--- src/rtl/mem_master_pkg.sv ---
// Shared definitions for the memory initiator and the 4096x16 memory block.
package mem_master_pkg;

  localparam int ADDR_W_DEF = 12;
  localparam int DATA_W_DEF = 16;
  localparam int CNT_W      = 4;

  typedef enum logic [1:0] {
    IDLE    = 2'd0,
    SETUP   = 2'd1,
    STROBE  = 2'd2,
    RECOVER = 2'd3
  } state_t;

endpackage

--- src/rtl/mem_master.sv ---
// Memory initiator: takes single-word requests from the control unit and
// runs a setup / strobe / recover sequence on the memory lines, so address
// and data are stable around every strobe. All outputs are registered.
module mem_master
  import mem_master_pkg::*;
#(
  parameter int ADDR_W        = ADDR_W_DEF,
  parameter int DATA_W        = DATA_W_DEF,
  parameter int STROBE_CYCLES = 1
) (
  input  logic              clk,
  input  logic              reset_n,
  input  logic              cpu_req,
  input  logic              cpu_we,
  input  logic [ADDR_W-1:0] cpu_addr,
  input  logic [DATA_W-1:0] cpu_wdata,
  output logic [DATA_W-1:0] cpu_rdata,
  output logic              cpu_ack,
  output logic              busy,
  output logic [ADDR_W-1:0] mem_address,
  output logic              mem_read,
  output logic              mem_write,
  output logic [DATA_W-1:0] mem_indata,
  input  logic [DATA_W-1:0] mem_outdata
);

  // Strobe length minus one; the counter hits zero on the last strobe cycle.
  localparam logic [CNT_W-1:0] CNT_LOAD = CNT_W'(STROBE_CYCLES - 1);

  state_t           state;
  logic             we_q;
  logic [CNT_W-1:0] cnt;

  // Access sequencer: every output is a register written only here, so the
  // strobes are glitch-free and an async reset drops them immediately.
  always_ff @(posedge clk or negedge reset_n) begin
    if (!reset_n) begin
      state       <= IDLE;
      we_q        <= 1'b0;
      cnt         <= '0;
      cpu_rdata   <= '0;
      cpu_ack     <= 1'b0;
      busy        <= 1'b0;
      mem_address <= '0;
      mem_indata  <= '0;
      mem_read    <= 1'b0;
      mem_write   <= 1'b0;
    end else begin
      cpu_ack <= 1'b0;
      case (state)
        IDLE: begin
          // Request inputs only matter here; address/data keep last values.
          if (cpu_req) begin
            mem_address <= cpu_addr;
            mem_indata  <= cpu_wdata;
            we_q        <= cpu_we;
            busy        <= 1'b1;
            state       <= SETUP;
          end
        end
        SETUP: begin
          cnt       <= CNT_LOAD;
          mem_read  <= ~we_q;
          mem_write <= we_q;
          state     <= STROBE;
        end
        STROBE: begin
          if (cnt == '0) begin
            if (!we_q) cpu_rdata <= mem_outdata;
            mem_read  <= 1'b0;
            mem_write <= 1'b0;
            cpu_ack   <= 1'b1;
            state     <= RECOVER;
          end else begin
            cnt <= cnt - 1'b1;
          end
        end
        RECOVER: begin
          // A held request is picked up on the following IDLE edge.
          busy  <= 1'b0;
          state <= IDLE;
        end
        default: begin
          mem_read  <= 1'b0;
          mem_write <= 1'b0;
          busy      <= 1'b0;
          state     <= IDLE;
        end
      endcase
    end
  end

endmodule
--- config.mk ---
export PLATFORM = sky130hd
export DESIGN_NAME = mem_master
export DESIGN_NICKNAME = d
export VERILOG_FILES = /design/src/rtl/mem_master_pkg.sv /design/src/rtl/mem_master.sv
export SDC_FILE = /design/constraint.sdc
export NUM_CORES = 1
export LEC_CHECK = 0
export CELL_PAD_IN_SITES_DETAIL_PLACEMENT = 0
export CELL_PAD_IN_SITES_GLOBAL_PLACEMENT = 1
export CORE_UTILIZATION = 35
export CTS_BUF_LIST = sky130_fd_sc_hd__clkbuf_4
export DETAILED_ROUTE_END_ITERATION = 12
export HOLD_SLACK_MARGIN = 0.02
export PLACE_DENSITY = 0.94
export SYNTH_ARGS = -nofsm -noshare
export SYNTH_HDL_FRONTEND = slang
export SYNTH_SLANG_ARGS = --single-unit
--- constraint.sdc ---
create_clock -name clk -period 5.1 [get_ports clk]
set_clock_uncertainty 0.1 [all_clocks]
set_input_delay 1.02 -clock clk [delete_from_list [all_inputs] [get_ports clk]]
set_output_delay 1.02 -clock clk [all_outputs]
set_load 0.01 [all_outputs]
==> out/qor.txt, run 1 <==
final WL - 4.47 mm
register area share after synthesis - 0.604
largest net degree at the start of global routing - 56
Max Clk Rate - 380 MHz
dpl cell area - 3270 µm²
share of layout cells above drive strength 1 - 0.237
CP Launch Type - input port
gr usage total - 0.130
dominant cell type by area after synthesis - dfrtp_1
Crit path max-delay family - simple AND/OR/NAND/NOR gates
ys flop type - dfrtp_1
Nets - 298
root buffer cell - clkbuf_4
row count - 29
Critical-path top delay cell - nand2_1
post-CTS sizing - 0
cell with the most instances after synthesis - dfrtp_1
clk_lat worst skew - 360 ps
routed via count - 1,475
Worst EP required - 5250 ps
Detailed Place HPWL - 3.24 mm
post-synth top area share - 0.604
final hold vios - 0
DRC violations left - 0
Rel. slew slack - 0.233
post-route design area - 3350 µm²
total CTS buffers - 5
routability congestion estimate - 0.786
Post-Syn Nets - 201
diode count - 0
Clock Sinks - 55
Die Ht - 82.7 µm
H-tree depth - 2
clock-pin slew on the worst setup and hold paths - 160 ps
syn avg cell area - 15.5 µm²
Synth Register Bits - 55
post-synthesis to final-layout area growth - 47.0%
Avg WL per Cell - 13.9 µm
initial antenna violation count - 0
hold buffer count at cts - 0
Clock Path Buffers - 2
DRT Pass-1 Iters - 6
Finish-stage setup viols - 0
maximum vdd ir drop - 0.000253 V
Worst Path Max Fanout - 29
Ys Warns - 0
PortBufs - 95
largest cells by area after synthesis - dfrtp_1 60%, mux2_2 18%, mux2_4 6.6%, ha_1 3.3%, o21ai_0 1.3%
fin crit period - 2630 ps
mapped cell area - 2280 µm²
post-route ant nets - 0
routed vias/inst - 4.58
Crit path arrival time - 2780 ps
total I/O pin count - 96
crit share post-route - 0.515
first-pass GRT wire length - 6.62 mm
total negative slack - 0 ps
leakage power - 0.00143 µW
post-CTS setup buffers - 0
vias in the first global route - 1,440
Initial DRC Count - 23
GRT Residual Overflow - 0
crit-path cells - clkdlybuf4s50_1 -> nand2_1 -> mux2_2
core area - 6310 µm²
max cap viols - 0
die area - 6830 µm²
measured slew at the worst slew-check pin - 1150 ps
Setup crit end kind - register
Crit Path Category - input port to register
Unique masters post-synth - 26
outcome - completed
Slew Limit Fails - 0
Async S/R FF share, synth - 1.00
worst path bufs/invs - 1
Gate Count Post-Synth - 147
Initial Util - 0.361
Worst Hold Class - register to register
power per cell area - 581 nW/µm²
DIE WIDTH - 82.7 µm
CTS tree - done
Post-synth EDFFs - 0
max incr delay on CP - 860 ps
unrepaired setup endpoints after global routing - false
Post-synth top cells - 55 x dfrtp_1, 36 x mux2_2, 10 x mux2_4, 6 x ha_1, 6 x o21ai_0
final cells by class:
| cell class | instances | area [µm²] |
|---|---|---|
| flip-flops and latches | 55 | 1380 |
| multi-input cells | 81 | 826 |
| fillers | 561 | 2970 |
| clock buffers | 5 | 37.5 |
| well taps | 77 | 96.3 |
| repair buffers | 96 | 953 |
| inverters | 5 | 18.8 |
| clock inverters | 3 | 38.8 |
placed cells by master (no fill, tap or decap), types with 2 or more instances in the layout:
| cell type | count |
|---|---|
| nor2_1 | 2 |
| mux2_2 | 36 |
| nor2b_1 | 2 |
| ha_1 | 6 |
| clkdlybuf4s50_1 | 94 |
| nand2b_1 | 2 |
| clkbuf_4 | 5 |
| mux2_4 | 10 |
| dfrtp_1 | 55 |
| nand2_1 | 4 |
| o21ai_0 | 6 |
| inv_1 | 5 |
| mux2i_1 | 2 |
metal layers:
| layer | global-route usage | share of wire | vias to the layer above |
|---|---|---|---|
| met5 | 0 | 0 | - |
| li1 | - | - | 704 |
| met4 | 0.0310 | 0.0054 | 0 |
| met1 | 0.168 | 0.43 | 715 |
| met2 | 0.214 | 0.50 | 54 |
| met3 | 0.0385 | 0.063 | 2 |
power by group:
group          switching (µW)  internal, µW  total [µW]
logic                     340           620         960
clock network             129           101         230
registers                 113           640         754
total                     582          1360        1940
path summary, 6_finish.rpt:
path / cells past startpoint / startpoint / to / slack (ps)
setup / recovery: 3 / cpu_req / mem_indata[6] / 2470
hold / removal: 1 / cnt[0] / cnt[0] / 420
setup reg to reg: 5 / state[0] / cpu_rdata[10] / 2770
hold reg to reg: 1 / cnt[0] / cnt[0] / 420
max in group asynchronous: 2 / reset_n / cnt[2] / 3770
min in group asynchronous: 2 / reset_n / mem_read / 640
state kept, by name, summed over array words and instances (netlist names), 2 cells and up:
| name | count |
|---|---|
| cnt | 4 |
| cpu_rdata | 16 |
| mem_address | 12 |
| mem_indata | 16 |
| state | 2 |
cells by family after synthesis:
kind of cell | Yosys count | share of synthesized area
buf+inv | 11 | 0.0330
flops | 55 | 0.604
compound gates | 11 | 0.0302
mux | 48 | 0.253
fa+ha+maj | 6 | 0.0330
simple gates | 16 | 0.0467
stage by stage:
step	hold slack (ps)	power [µW]	std cells	util	setup slack, ps
floorplan	373	1260	147	-	3030
global placement	389	1700	314	0.518	2090
detailed placement	392	1730	314	0.518	2030
CTS	421	1970	322	0.530	2460
global route	440	2080	322	0.530	2370
finish	416	1940	322	0.530	2470
Note: power is estimated with default switching activity, not from simulation.
==> inputs of run 2 (changes only) <==
--- a/config.mk
+++ b/config.mk
@@ -7,11 +7,11 @@
 export LEC_CHECK = 0
 export CELL_PAD_IN_SITES_DETAIL_PLACEMENT = 0
 export CELL_PAD_IN_SITES_GLOBAL_PLACEMENT = 1
-export CORE_UTILIZATION = 35
+export CORE_UTILIZATION = 31
 export CTS_BUF_LIST = sky130_fd_sc_hd__clkbuf_4
 export DETAILED_ROUTE_END_ITERATION = 12
 export HOLD_SLACK_MARGIN = 0.02
-export PLACE_DENSITY = 0.94
+export PLACE_DENSITY = 0.89
 export SYNTH_ARGS = -nofsm -noshare
 export SYNTH_HDL_FRONTEND = slang
 export SYNTH_SLANG_ARGS = --single-unit
==> constraint.sdc (replaced) <==
create_clock -name clk -period 2.4 [get_ports clk]
set_clock_uncertainty 0.1 [all_clocks]
set_input_delay 0.48 -clock clk [delete_from_list [all_inputs] [get_ports clk]]
set_output_delay 0.48 -clock clk [all_outputs]
set_load 0.01 [all_outputs]
==> run 2 against run 1 <==
Wire length down 0.45%; sequential cell count unchanged; total power up 110%; cell count up 6.8%; critical endpoint is now cpu_rdata[14]; global-route usage down 1.5 points; clock power up 120%; critical path depth up 3; core utilization down 3.9 points; register-to-register slack worse by 2400 ps; sequential power up 110%; largest power group unchanged; first-iteration DRC count up 130%.
==> out/qor.txt, run 2 (same netlist as run 1, synthesis figures left out) <==
outcome - completed
total CTS buffers - 5
share of power burned in registers - 0.383
Detailed Place HPWL - 3.29 mm
Max Clk Rate - 489 MHz
Critical path destination - cpu_rdata[14]
clock-pin slew on the worst setup and hold paths - 160 ps
final hold vios - 0
DP Worst Slack - 357 ps
gr usage total - 0.115
initial antenna violation count - 0
commonest cells after routing, fill and taps aside - 94 x clkdlybuf4s50_1, 55 x dfrtp_1, 36 x mux2_2
final core utilization - 0.491
CP Launch Type - register
hold_ws - 116 ps
clock power share - 0.120
Regs by FF count - cpu_rdata (16), mem_indata (16), mem_address (12)
post-route ant nets - 0
hold buffer count at cts - 0
CP startpoint - state[0]
DRT Pass-1 Iters - 2
area of the multi-input gates - 826 µm²
M2 GR Usage - 0.204
gr busiest metal - met2
Worst EP required - 2550 ps
total I/O pin count - 96
total negative slack - 0 ps
Clock Sinks - 55
max cap viols - 0
post-CTS sizing - 0
routed via count - 1,528
core area - 6940 µm²
Worst Path Max Fanout - 16
most common cell after layout, fill and taps aside - clkdlybuf4s50_1
CTS tree - done
GR met1 Demand/Resource - 0.133
DIE WIDTH - 87.7 µm
Initial DRC Count - 54
FF-to-FF path depth - 6
Sw Pwr - 1240 µW
register area - 1380 µm²
reg-to-reg startpoint - state[0]
row count - 30
Crit path max-delay family - simple AND/OR/NAND/NOR gates
fill cell count - 621
die area - 7690 µm²
leakage power - 0.00145 µW
unrepaired setup endpoints after global routing - false
crit share post-route - 0.852
Crit path arrival time - 2200 ps
Initial Util - 0.328
largest net degree at the start of global routing - 56
Nets - 301
post-CTS setup buffers - 0
PortBufs - 95
final worst slack - 354 ps
Setup crit end kind - register
Critical-path top delay cell - dfrtp_1
root buffer cell - clkbuf_4
Clock Path Buffers - 2
clk_lat worst skew - 360 ps
reg2reg end - cpu_rdata[14]
maximum vdd ir drop - 0.000436 V
crit-path cells - inv_1 -> ha_1 -> and4bb_4 -> nor2b_4 -> buf_12 -> mux2_2
share of layout cells above drive strength 1 - 0.250
routability congestion estimate - 0.731
routed vias/inst - 4.44
Worst Hold Class - input port to async pin
DRC violations left - 0
first-pass GRT wire length - 6.94 mm
measured slew at the worst slew-check pin - 688 ps
Logic pwr share - 0.497
Crit Path Category - register to register
Avg WL per Cell - 12.9 µm
final WL - 4.45 mm
max incr delay on CP - 440 ps
Slew Limit Fails - 0
reg-to-reg slack, setup - 350 ps
diode count - 0
Finish-stage setup viols - 0
met3 Usage GRT - 0.0349
H-tree depth - 2
GRT Residual Overflow - 0
Int Pwr - 2930 µW
Critical Path Stages - 6
fin crit period - 2050 ps
post-synthesis to final-layout area growth - 49.8%
worst path bufs/invs - 2
vias in the first global route - 1,567
Sw Ratio - 0.298
Rel. slew slack - 0.541
Die Ht - 87.7 µm
power per cell area - 1220 nW/µm²
run 2: cell count changes in the layout (fill, tap and decap cells not counted), sizes merged:
cell  change
buf       +3
run 2: power groups by stage:
stage | logic [µW] | registers, µW | clock network, µW
2_1_floorplan | 876 | 1790 | 0
3_3_place_gp | 2050 | 1610 | 0
3_5_place_dp | 2090 | 1630 | 0
4_1_cts | 2100 | 1600 | 532
5_1_grt | 2220 | 1650 | 555
6_report | 2070 | 1600 | 502
run 2: area by class of cell:
type	count	share of cell area
Multi-Input combinational cell	81	0.242
Inverter	5	0.00550
Clock inverter	3	0.0128
Sequential cell	55	0.404
Tap cell	96	0.0352
Timing Repair Buffer	99	0.290
Clock buffer	5	0.0110
run 2: how the worst min path moves through the flow:
stage	start	end	slack, ps
after floorplan	reset_n	busy	80
after global placement	mem_indata[2]	mem_indata[2]	390
after detailed placement	mem_indata[3]	mem_indata[3]	390
after CTS	reset_n	cpu_rdata[10]	140
after global routing	reset_n	cpu_rdata[10]	190
final	reset_n	cpu_rdata[0]	120
run 2: stage by stage:
stage / std cells / power [µW] / area [µm²]
5_1_grt: 344 / 4420 / 3410
3_5_place_dp: 336 / 3710 / 3330
4_1_cts: 344 / 4240 / 3410
3_3_place_gp: 336 / 3660 / 3330
6_report: 344 / 4170 / 3410
2_1_floorplan: 147 / 2670 / 2280
run 2: per-layer routing:
layer / wire length, µm / share of wire
met1: 1830 / 0.41
met2: 2320 / 0.52
met3: 261 / 0.059
met4: 36 / 0.0081
met5: 0 / 0
